===== config.mk =====
export PLATFORM = sky130hd
export DESIGN_NAME = mac_cyv_dot_seq
export DESIGN_NICKNAME = d
export VERILOG_FILES = /design/src/rtl/mac_cyv_dot_seq.sv
export SDC_FILE = /design/constraint.sdc
export NUM_CORES = 1
export LEC_CHECK = 0
export ABC_AREA = 1
export CORE_ASPECT_RATIO = 1.75
export CORE_UTILIZATION = 46
export CTS_BUF_LIST = sky130_fd_sc_hd__clkbuf_16
export CTS_CLUSTER_SIZE = 12
export DETAILED_ROUTE_END_ITERATION = 12
export MAX_ROUTING_LAYER = met4
export PLACE_DENSITY = 0.79
export SKIP_LAST_GASP = 1
export SLEW_MARGIN = 15
export SYNTH_ARGS = -nofsm -noshare
export SYNTH_HDL_FRONTEND = slang
export SYNTH_SLANG_ARGS = --single-unit

===== constraint.sdc =====
create_clock -name clk -period 1.7 [get_ports clk]
set_input_delay 0.34 -clock clk [delete_from_list [all_inputs] [get_ports clk]]
set_output_delay 0.34 -clock clk [all_outputs]
set_load 0.1 [all_outputs]

===== src/rtl/mac_cyv_dot_seq.sv =====
// Purpose : fp16 dot-product sequencer; streams element pairs into an external
//           half-precision MAC one at a time and accumulates through its result.
// Latency : MAC_LAT+2 cycles per element; res_valid one cycle after the last capture.
// Backpr. : in_ready is high only in ISSUE; one element in flight, start ignored while busy.
//
// Ports:
//   clk, areset        rising-edge clock, synchronous active-high reset
//   start, len         begin a dot product of len element pairs (sampled in IDLE)
//   in_valid/in_ready  element pair handshake carrying in_a, in_b
//   mac_a/b/c, mac_q   registered operands to, and result from, the external MAC
//   init_c             accumulator seed, present only with MAC_CYV_SEQ_ACCINIT_EN
//   busy, res_valid    not-idle flag, one-cycle result strobe
//   res                dot-product result, held until the next result
//
// Optional feature macro: MAC_CYV_SEQ_ACCINIT_EN (adds init_c).

module mac_cyv_dot_seq #(
   parameter int MAC_LAT = 4,
   parameter int LEN_W   = 8
) (
   input  logic             clk,
   input  logic             areset,
   input  logic             start,
   input  logic [LEN_W-1:0] len,
   input  logic             in_valid,
   output logic             in_ready,
   input  logic [15:0]      in_a,
   input  logic [15:0]      in_b,
   output logic [15:0]      mac_a,
   output logic [15:0]      mac_b,
   output logic [15:0]      mac_c,
   input  logic [15:0]      mac_q,
`ifdef MAC_CYV_SEQ_ACCINIT_EN
   input  logic [15:0]      init_c,
`endif
   output logic             busy,
   output logic             res_valid,
   output logic [15:0]      res
);

   localparam int WCNT_W = (MAC_LAT < 1) ? 1 : $clog2(MAC_LAT + 1);

   typedef enum logic [1:0] {
      IDLE  = 2'd0,
      ISSUE = 2'd1,
      WAIT  = 2'd2,
      DONE  = 2'd3
   } state_t;

   state_t            r_state;
   logic [LEN_W-1:0]  r_rem;
   logic [15:0]       r_acc;
   logic [WCNT_W-1:0] r_wcnt;
   logic [15:0]       r_mac_a;
   logic [15:0]       r_mac_b;
   logic [15:0]       r_mac_c;
   logic [15:0]       r_res;
   logic              r_res_valid;
   logic              r_in_ready;
   logic              r_busy;
   logic [15:0]       w_acc_init;

`ifdef MAC_CYV_SEQ_ACCINIT_EN
   assign w_acc_init = init_c;
`else
   assign w_acc_init = 16'h0000;
`endif

   always_ff @(posedge clk) begin
      if (areset) begin
         r_state     <= IDLE;
         r_rem       <= '0;
         r_acc       <= 16'h0000;
         r_wcnt      <= '0;
         r_mac_a     <= 16'h0000;
         r_mac_b     <= 16'h0000;
         r_mac_c     <= 16'h0000;
         r_res       <= 16'h0000;
         r_res_valid <= 1'b0;
         r_in_ready  <= 1'b0;
         r_busy      <= 1'b0;
      end else begin
         case (r_state)
            IDLE: begin
               if (start) begin
                  r_acc  <= w_acc_init;
                  r_busy <= 1'b1;
                  if (len != '0) begin
                     r_rem      <= len;
                     r_in_ready <= 1'b1;
                     r_state    <= ISSUE;
                  end else begin
                     // Empty vector: result is the seed itself, strobed in DONE.
                     r_res       <= w_acc_init;
                     r_res_valid <= 1'b1;
                     r_state     <= DONE;
                  end
               end
            end
            ISSUE: begin
               if (in_valid) begin
                  r_mac_a    <= in_a;
                  r_mac_b    <= in_b;
                  r_mac_c    <= r_acc;
                  r_wcnt     <= '0;
                  r_in_ready <= 1'b0;
                  r_state    <= WAIT;
               end
            end
            WAIT: begin
               // Operands sit at the MAC for MAC_LAT cycles after the issue
               // cycle; mac_q is valid in the (MAC_LAT+1)th WAIT cycle.
               if (r_wcnt == WCNT_W'(MAC_LAT)) begin
                  r_acc  <= mac_q;
                  r_rem  <= r_rem - LEN_W'(1);
                  r_wcnt <= '0;
                  if (r_rem == LEN_W'(1)) begin
                     // Load res on DONE entry so it is valid alongside the strobe.
                     r_res       <= mac_q;
                     r_res_valid <= 1'b1;
                     r_state     <= DONE;
                  end else begin
                     r_in_ready <= 1'b1;
                     r_state    <= ISSUE;
                  end
               end else begin
                  r_wcnt <= r_wcnt + WCNT_W'(1);
               end
            end
            DONE: begin
               r_res_valid <= 1'b0;
               r_busy      <= 1'b0;
               r_state     <= IDLE;
            end
            default: begin
               r_state <= IDLE;
            end
         endcase
      end
   end

   assign in_ready  = r_in_ready;
   assign mac_a     = r_mac_a;
   assign mac_b     = r_mac_b;
   assign mac_c     = r_mac_c;
   assign busy      = r_busy;
   assign res_valid = r_res_valid;
   assign res       = r_res;

endmodule


# ---- Word level (Yosys, flattened, before mapping)
# Cells that the tools add are included.
dict set report totals {
  output_inout_bits 67
  register_bits 96
  inputBits 60
}
dict set report classes {
  addsub 2
  n_eq_ne 12
  muxes 34
  reduce_logical 16
}
# operator n
set ops {}
lappend ops {{2-to-1 mux 16 bit} 6}
lappend ops {{one-hot mux 16 bit (2 select lines)} 2}
lappend ops {{2-to-1 mux 8 bit} 3}
lappend ops {{one-hot mux 8 bit (2 select lines)} 1}
lappend ops {{inequality test 2 bit (second input constant)} 7}
lappend ops {{2-to-1 mux 1 bit} 10}
lappend ops {{2-to-1 mux 2 bit} 5}
lappend ops {{AND reduction 5 bit} 2}
lappend ops {{== test 8 x 1 -> 1 bit (second input constant)} 1}
lappend ops {{one-hot mux 2 bit (4 select lines)} 1}
lappend ops {{nonzero test 8 bit} 1}
lappend ops {{subtractor 8 x 1 -> 8 bit (second input constant)} 1}
lappend ops {{2-to-1 mux 3 bit} 2}
lappend ops {{one-hot mux 1 bit (3 select lines)} 2}
lappend ops {{one-hot mux 3 bit (2 select lines)} 1}
lappend ops {{AND reduction 2 bit} 3}
lappend ops {{AND reduction 3 bit} 2}
lappend ops {{AND reduction 6 bit} 1}
lappend ops {{nonzero test 2 bit} 3}
lappend ops {{nonzero test 3 bit} 2}
lappend ops {{== test 2 bit (second input constant)} 2}
lappend ops {{AND reduction 4 bit} 1}
lappend ops {{adder 3 x 1 -> 3 bit (second input constant)} 1}
lappend ops {{== test 3 bit (second input constant)} 1}
lappend ops {{other kinds (3)} 3}

# ---- Logic depth before layout (Yosys ltp)
# Gate-level depths: netlist (run 1).
dict set report logic_depth {
  ltp_word 4
  depth_mapped 11
  depth_no_buf 11
}

# ---- Worst setup path before layout (run 1)
# No wires, ideal clock.
dict set report synth_path {
  kind {register to register}
  startpoint {register r_wcnt[0]}
  endpoint {register r_res[0] (netlist: res[0])}
  n_path_buf 1
  setup_slack_ps 282
  arrival_ps 1306
  setup_time_ps 113
  path_stages_with_launch 11
  path_cell_list {dfxtp_1 -> inv_1 -> ha_1 -> nand2_1 -> nand3_2 -> nand3_4 -> inv_2 -> nand3_4 -> buf_2 -> nor2_1 -> nor2_1}
}
dict set report synth_via {
  elab_chain_cells 3
}
# element line
set synth_lines {}
lappend synth_lines {{start: declaration} 53} ;# logic [WCNT_W-1:0] r_wcnt;
lappend synth_lines {{start signal: assignment} 127} ;# r_wcnt <= r_wcnt + WCNT_W'(1);
lappend synth_lines {{== test 3 bit} 113} ;# if (r_wcnt == WCNT_W'(MAC_LAT)) begin
lappend synth_lines {{inequality test 2 bit (no source line)} --}
lappend synth_lines {{AND reduction 5 bit (no source line)} --}
lappend synth_lines {{end signal: assignment} 94} ;# r_res <= w_acc_init;
lappend synth_lines {{end signal: assignment} 119} ;# r_res <= mac_q;
lappend synth_lines {{end: declaration} 57} ;# logic [15:0] r_res;
# No other way between the ends.
# A chain may end at the register's enable or synchronous reset.

# ---- Final worst setup path (run 1)
dict set report layout_path {
  startpoint {register r_state[1]}
  endpoint {register r_res[4] (netlist: res[4])}
}
dict set report layout_via {
  elab_chain_cells 3
}
# element line
set layout_lines {}
lappend layout_lines {{start: declaration} 50} ;# state_t r_state;
lappend layout_lines {{start signal: assignment} 71} ;# r_state <= IDLE;
lappend layout_lines {{start signal: assignment} 91} ;# r_state <= ISSUE;
lappend layout_lines {{start signal: assignment} 96} ;# r_state <= DONE;
lappend layout_lines {{== test 2 bit or logical NOT 2 bit (tied branches)} 83} ;# case (r_state)
lappend layout_lines {{inequality test 2 bit (no source line) or nonzero test 2 bit (tied branches)} --}
lappend layout_lines {{AND reduction 5 bit (no source line)} --}
# Several ways; a longest one is shown, not always the timed one.

==> results.cfg, run 1 <==
[status]
status = finished clean

[timing]
worst_slack_ns = 0.160
tightest_slew_ns = 0.323
final-hold-violation-count = 0
fmaxAchievable_mhz = 650
setup_viol = 0
relSlewSlack_pct = 78.5
tns_ns = 0
finalCriticalPeriod_ns = 1.54
grt_setup_unrepaired = no
final.period_utilization_pct = 90.6
skew_ns = 0.00560
drv_slew = 0

[clock_tree]
cts_made_buffers = 9
clkTransAtPathRegs_ns = 0.06
cts.sinks = 96
htreeDepth = 3
clockBufferDepth = 2
cts_setup_buffers = 0
cts-root-buf = clkbuf_16
cts_tree = yes
clk_latency_ns = 0.34
cts-resized-gates = 0
cts_hold_buf = 0

[worst_setup_path]
start_kind = flop
end_kind = flop
cp_slowest_cell = dfxtp_1
reg2reg_depth = 9
cpPeakStageDelay_ns = 0.37
r2r_setup_slack_ns = 0.16
worstPathRequired_ns = 1.93
cp.arrival_ns = 1.77
crit_chain = nor2_1 > nand2_2 > nand3_4 > inv_2 > nand3_4 > buf_12 > nand2_1 > nand2_1 > nor2_1
r2r-end = res[4]
r2r_start = r_state[1]
cp_max_fo = 33
path_class = reg -> reg

[place]
gp_congestion = 0.857
port_buffers = 126
place_ws_ns = -0.147
dpl.hpwl_mm = 7.72
dp_cells = 806

[power_and_ir_drop]
p_per_area_mw_per_mm2 = 1330
p_int_mw = 5.09
pwr-share-comb_pct = 42.7
p_sw_mw = 3.47
peakVddDrop_mv = 1.10
power_frac_seq_pct = 32.8
netSwitchingFraction_pct = 40.5
p_leak_nw = 2.69
power_frac_clock_pct = 24.5

[synth]
synth_mux_area_share_pct = 0
synth_fp_nets = 646
synth_area_leaders = dfxtp_1, nand2_1, a21oi_1
ys_seq_area_share_pct = 47.3
netlist_instances = 582
synth_seq_cells = 96
syn_area_sq_mm = 0.00406
synth_fa_ha_area_share_pct = 1.23
synth-compound-area-share_pct = 11.0
synth_cell_types = 22
synth-simple-area-share_pct = 30.9
avgSynthCellArea_sq_um = 6.97
synth_top_area_cell = dfxtp_1
synth_warnings = 0
synth_xor_area_share_pct = 0.216
yosys.area.top_type_share_pct = 47.3
synth_top_family_by_area = simple AND/OR/NAND/NOR gates

[detailed_routing]
dr.first_iter.drc_count = 203
wirelength_mm = 10.5
num_vias = 4103
wl_met3_um = 587
viasPerCell = 5.00
wl_met2_mm = 5.57
wire_per_inst_um = 12.8
ant_nets = 0
post-route-drc-count = 0
drt_first_pass_iters = 4
highest_layer = met4
met1_length_mm = 4.07

[final_layout]
regArea_sq_mm = 0.00192
syn2layout_area_growth_pct = 58.8
num_antenna_cells = 0
multiInputGateArea_sq_mm = 0.00177
drive_gt1_share_pct = 15.3
nNetsFinal = 764
instances_no_fill = 821
fillers = 624

[die]
coreArea_sq_mm = 0.00861
fp.dieW_um = 73.0
fp.dieH_um = 126
num_rows = 45
initial_utilization_pct = 47.1
dieArea_sq_mm = 0.00922
pin_count = 127

[hold_path]
min_to = r_state[0]
min_from = in_valid
hold_path_class = in -> reg
min_path_cells = 4

[grt]
overflow = 0
track_usage_pct = 24.6
first_global_vias = 3941
grt_pass1_wl_mm = 17.5
grt_max_degree = 73
grt_antenna_before_repair = 0

[job]
cap_viol_max_count = 0
[power by group through the flow]
stage	Combinational, mW	Clock (mW)	Sequential [mW]
finish	3.66	2.10	2.81
global route	3.90	2.23	2.84
CTS	3.67	2.14	2.81
detailed placement	3.65	0	2.85
global placement	3.59	0	2.84
floorplan	1.18	0	3.98
[metrics by stage]
step	utilization [%]	hold WS [ns]	cell area [sq um]	total power, mW
after floorplan	-	0.441	4060	5.16
after CTS	74.7	0.412	6440	8.61
after global placement	71.1	0.451	6130	6.43
after global routing	74.8	0.425	6450	8.97
after detailed placement	71.1	0.458	6130	6.50
final	74.8	0.422	6450	8.56
[sequential cells by signal, summed over array words and instances (netlist names)]
name,count
res_valid,1
mac_c,16
r_rem,8
r_state,2
r_wcnt,3
r_acc,16
mac_a,16
mac_b,16
busy,1
in_ready,1
res,16
[how the worst max path moves through the flow]
stage               startpoint        end  cells past startpoint
floorplan            r_wcnt[0]     res[0]                     10
global placement        len[2]    res[11]                      9
detailed placement      len[2]     res[6]                      9
CTS                 r_state[1]  r_acc[12]                      6
global route        r_state[1]    res[11]                      9
finish              r_state[1]     res[4]                      9
[critical path, delay by kind of cell (launching register included)]
| family | cells | cell delay [ns] |
|---|---|---|
| DFF | 1 | 0.37 |
| buffers and inverters | 2 | 0.24 |
| and+or+nand+nor | 7 | 0.83 |
[placed cells by master (no fill, tap or decap), types with 2 or more instances in the layout]
cell             count
dfxtp_1             96
buf_4               12
o21ai_0             12
clkdlybuf4s50_1     57
clkbuf_16            9
buf_12              70
inv_1               56
nand3_1             67
bufinv_16            2
nand2_1            151
inv_2                2
nand2_2              2
ha_1                 4
o21ai_1              3
clkinv_1             2
nand3_4              2
buf_2                2
nor2_1              72
a21oi_1             73
[routing by layer]
layer / vias up / track usage (%)
met2: 129 / 42.6
met4: 0 / 10.6
met5: - / -
met3: 22 / 5.20
met1: 1878 / 26.4
li1: 2074 / -
[layout make-up]
cell class	instances	share of cell area [%]
flip-flops and latches	96	29.8
well taps	117	2.27
inverters	59	3.47
multi-input cells	393	27.5
clock inverters	6	1.30
clock buffers	9	3.49
repair buffers	141	32.1
[Yosys cell counts]
library cell	instances
nand2_2	2
a211oi_1	1
a21oi_1	73
ha_1	4
buf_6	2
nand3_2	1
nand3_1	67
nand2_1	151
inv_2	3
inv_1	56
o21ai_1	3
nand3_4	2
dfxtp_1	96
nand4_1	1
buf_2	10
nor2_1	73
o21ai_0	12
nor3b_1	1
clkbuf_1	21
buf_1	1
nor2_2	1
xnor2_1	1
[logic make-up after synthesis]
kind of cell | after synthesis
AOI/OAI and AO/OA | 89
xor gates and xnor gates | 1
adders and majority gates | 4
buffers and inverters | 93
DFF | 96
and+or+nand+nor | 299
No activity file was read; power rests on OpenSTA's default activity.
==> run 2: changes to the inputs <==
--- a/config.mk
+++ b/config.mk
@@ -5,14 +5,14 @@
 export SDC_FILE = /design/constraint.sdc
 export NUM_CORES = 1
 export LEC_CHECK = 0
-export ABC_AREA = 1
+export ABC_AREA = 0
 export CORE_ASPECT_RATIO = 1.75
 export CORE_UTILIZATION = 46
 export CTS_BUF_LIST = sky130_fd_sc_hd__clkbuf_16
 export CTS_CLUSTER_SIZE = 12
 export DETAILED_ROUTE_END_ITERATION = 12
 export MAX_ROUTING_LAYER = met4
-export PLACE_DENSITY = 0.79
+export PLACE_DENSITY = 0.8
 export SKIP_LAST_GASP = 1
 export SLEW_MARGIN = 15
 export SYNTH_ARGS = -nofsm -noshare
==> constraint.sdc (replaced) <==
create_clock -name clk -period 1.7 [get_ports clk]
set_input_delay 0.255 -clock clk [delete_from_list [all_inputs] [get_ports clk]]
set_output_delay 0.255 -clock clk [all_outputs]
set_load 0.005 [all_outputs]
==> run 2 against run 1 <==
Clock skew increased by 0.0012 ns; final cell count decreased by 16%; design area fell by 11%; power fell by 38%; clock power rose by 4%; maximum frequency down 7.3%; core utilization is 5.7 points lower; die area down 3.3%; highest routed layer unchanged.
==> results.cfg, run 2 <==
[status]
status = finished clean

[clock_tree]
cts_setup_buffers = 0
cts-resized-gates = 1
clockBufferDepth = 2
cts_hold_buf = 0
cts-root-buf = clkbuf_16
clkTransAtPathRegs_ns = 0.07
cts.sinks = 96
cts_tree = yes
htreeDepth = 3
cts_made_buffers = 9
clk_latency_ns = 0.34

[place]
gp_congestion = 0.976
port_buffers = 126
dpl_cell_area_sq_mm = 0.00537
place_ws_ns = -0.256
dpl.hpwl_mm = 7.74

[final_layout]
nNetsFinal = 659
syn2layout_area_growth_pct = 45.5
num_antenna_cells = 0
fin_util_pct = 69.1
final_cell_area_sq_mm = 0.00571
final_cell_mix = clkdlybuf4s50_1, nand2_1, dfxtp_1
drive_gt1_share_pct = 9.00
final_common_cell = clkdlybuf4s50_1
fillers = 653

[grt]
grtUsageMet2_pct = 46.3
grt_max_degree = 77
grt.busiest_layer = met2
grt_use_met1_pct = 27.1
first_global_vias = 3692
overflow = 0
grt_pass1_wl_mm = 17.0
track_usage_pct = 25.7
grt_antenna_before_repair = 0
met3_usage_pct = 3.88

[worst_setup_path]
worstPathRequired_ns = 1.91
crit_family = compound AO/OA/AOI/OAI gates
cpPeakStageDelay_ns = 0.36
r2r-end = r_rem[3]
path_class = reg -> reg
start_kind = flop
cp.arrival_ns = 1.87
cp_max_fo = 11
r2r_start = r_wcnt[0]
crit_buf_inv = 1
crit_chain = inv_1 > ha_1 > nand3_2 > a21o_4 > o311ai_0 > o31ai_1
end_kind = flop
r2r_setup_slack_ns = 0.04
reg2reg_depth = 6
cp_slowest_cell = o311ai_0

[hold_path]
min_from = areset
min_path_cells = 3
min_to = r_wcnt[0]
hold_path_class = in -> reg

[timing]
fmaxAchievable_mhz = 602
drv_slew = 0
final-hold-violation-count = 0
finalHoldWorstSlack_ns = 0.407
worst_slack_ns = 0.0391
finalCriticalPeriod_ns = 1.66
grt_setup_unrepaired = yes
tns_ns = 0
setup_viol = 0
final.period_utilization_pct = 97.7
tightest_slew_ns = 0.472
skew_ns = 0.00679
relSlewSlack_pct = 68.4

[detailed_routing]
dr.first_iter.drc_count = 148
viasPerCell = 5.36
post-route-drc-count = 0
ant_nets = 0
wire_per_inst_um = 15.4
drt_first_pass_iters = 5
num_vias = 3711
wirelength_mm = 10.7

[die]
pin_count = 127
num_rows = 44
initial_utilization_pct = 47.5
dieArea_sq_mm = 0.00892
fp.dieW_um = 71.8
fp.dieH_um = 124
coreArea_sq_mm = 0.00826

[synth]
ys.flop_type = dfxtp_1
ys_seq_area_share_pct = 49.0
synth_most_common_cell = nand2_1
synth_top_area_cell = dfxtp_1
synth_fp_nets = 535
synth_warnings = 0
syn_area_sq_mm = 0.00392
synth_cell_types = 43
synth_seq_cells = 96
synth-edff-count = 0
avgSynthCellArea_sq_um = 8.33
synth_common_cells = nand2_1, dfxtp_1, a21oi_1
netlist_instances = 471
synth_area_leaders = dfxtp_1, nand2_1, a21oi_1
async_flop_share_pct = 0
yosys.area.top_type_share_pct = 49.0

[job]
cap_viol_max_count = 0

[power_and_ir_drop]
p_per_area_mw_per_mm2 = 926
pwr-share-comb_pct = 13.7
p_sw_mw = 1.29
power_frac_clock_pct = 41.3
p_int_mw = 4.00
p_leak_nw = 1.94
peakVddDrop_mv = 0.751
netSwitchingFraction_pct = 24.4
power_frac_seq_pct = 44.9
[run 2: changes by cell type after synthesis, sizes merged, moves of 6 or more]
cell | before | now
a21oi | 73 | 79
nand2b | 0 | 11
nand3 | 70 | 28
nand3b | 0 | 11
nor2 | 74 | 16
o21ai | 15 | 1
mux2i | 0 | 17
inv | 59 | 5
o31ai | 0 | 6
nand2 | 153 | 124
[run 2: worst register-to-register path, cell delays in order (launching register included)]
cell and delay (ns):
dfxtp_1 0.34, inv_1 0.06, ha_1 0.20, nand3_2 0.15, a21o_4 0.29, o311ai_0 0.37, o31ai_1 0.13
[run 2: final cells by class]
class	instances	area, sq um	share of cell area [%]
tap	92	115	2.02
timing repair buffer	150	1500	26.3
clock inverter	7	103	1.80
inverter	6	22.5	0.394
multi-input combinational	332	1820	31.9
sequential	96	1920	33.7
clock buffer	9	225	3.94
[run 2: metrics by stage]
stage,cells,power (mW)
final,692,5.29
after global routing,692,5.48
after CTS,692,5.34
after detailed placement,676,3.14
after global placement,676,3.12
after floorplan,471,2.76
[run 2: power by group through the flow]
stage | Clock [mW] | Combinational, mW | Sequential (mW)
6_report | 2.19 | 0.726 | 2.38
5_1_grt | 2.31 | 0.787 | 2.38
4_1_cts | 2.24 | 0.724 | 2.37
3_5_place_dp | 0 | 0.717 | 2.43
3_3_place_gp | 0 | 0.698 | 2.42
2_1_floorplan | 0 | 0.348 | 2.41
[run 2: logic make-up (layout without fill, tap and decap cells)]
group / Yosys count / in the layout / share of synthesized area (%)
buf+inv: 43 / 172 / 5.01
simple gates: 206 / 206 / 24.6
mux: 17 / 17 / 4.34
compound gates: 105 / 105 / 15.8
fa+ha+maj: 4 / 4 / 1.28
flops: 96 / 96 / 49.0
[run 2: layer usage]
metal  wire length [um]  share of wire (%)
met2               5830                 55
met5                  0                  0
met1               4160                 39
met3                508                4.8
met4                182                1.7
[run 2: worst max path at each step]
stage               slack (ns)        to  cells after the start      start
finish                    0.04  r_rem[3]                      6  r_wcnt[0]
detailed placement       -0.26    res[6]                      6     len[4]
global placement         -0.17    res[3]                      6     len[4]
global route             -0.06  r_rem[6]                      6  r_wcnt[1]
floorplan                 0.02   res[13]                      8  r_wcnt[0]
CTS                      0.004  r_rem[4]                      7   r_rem[1]
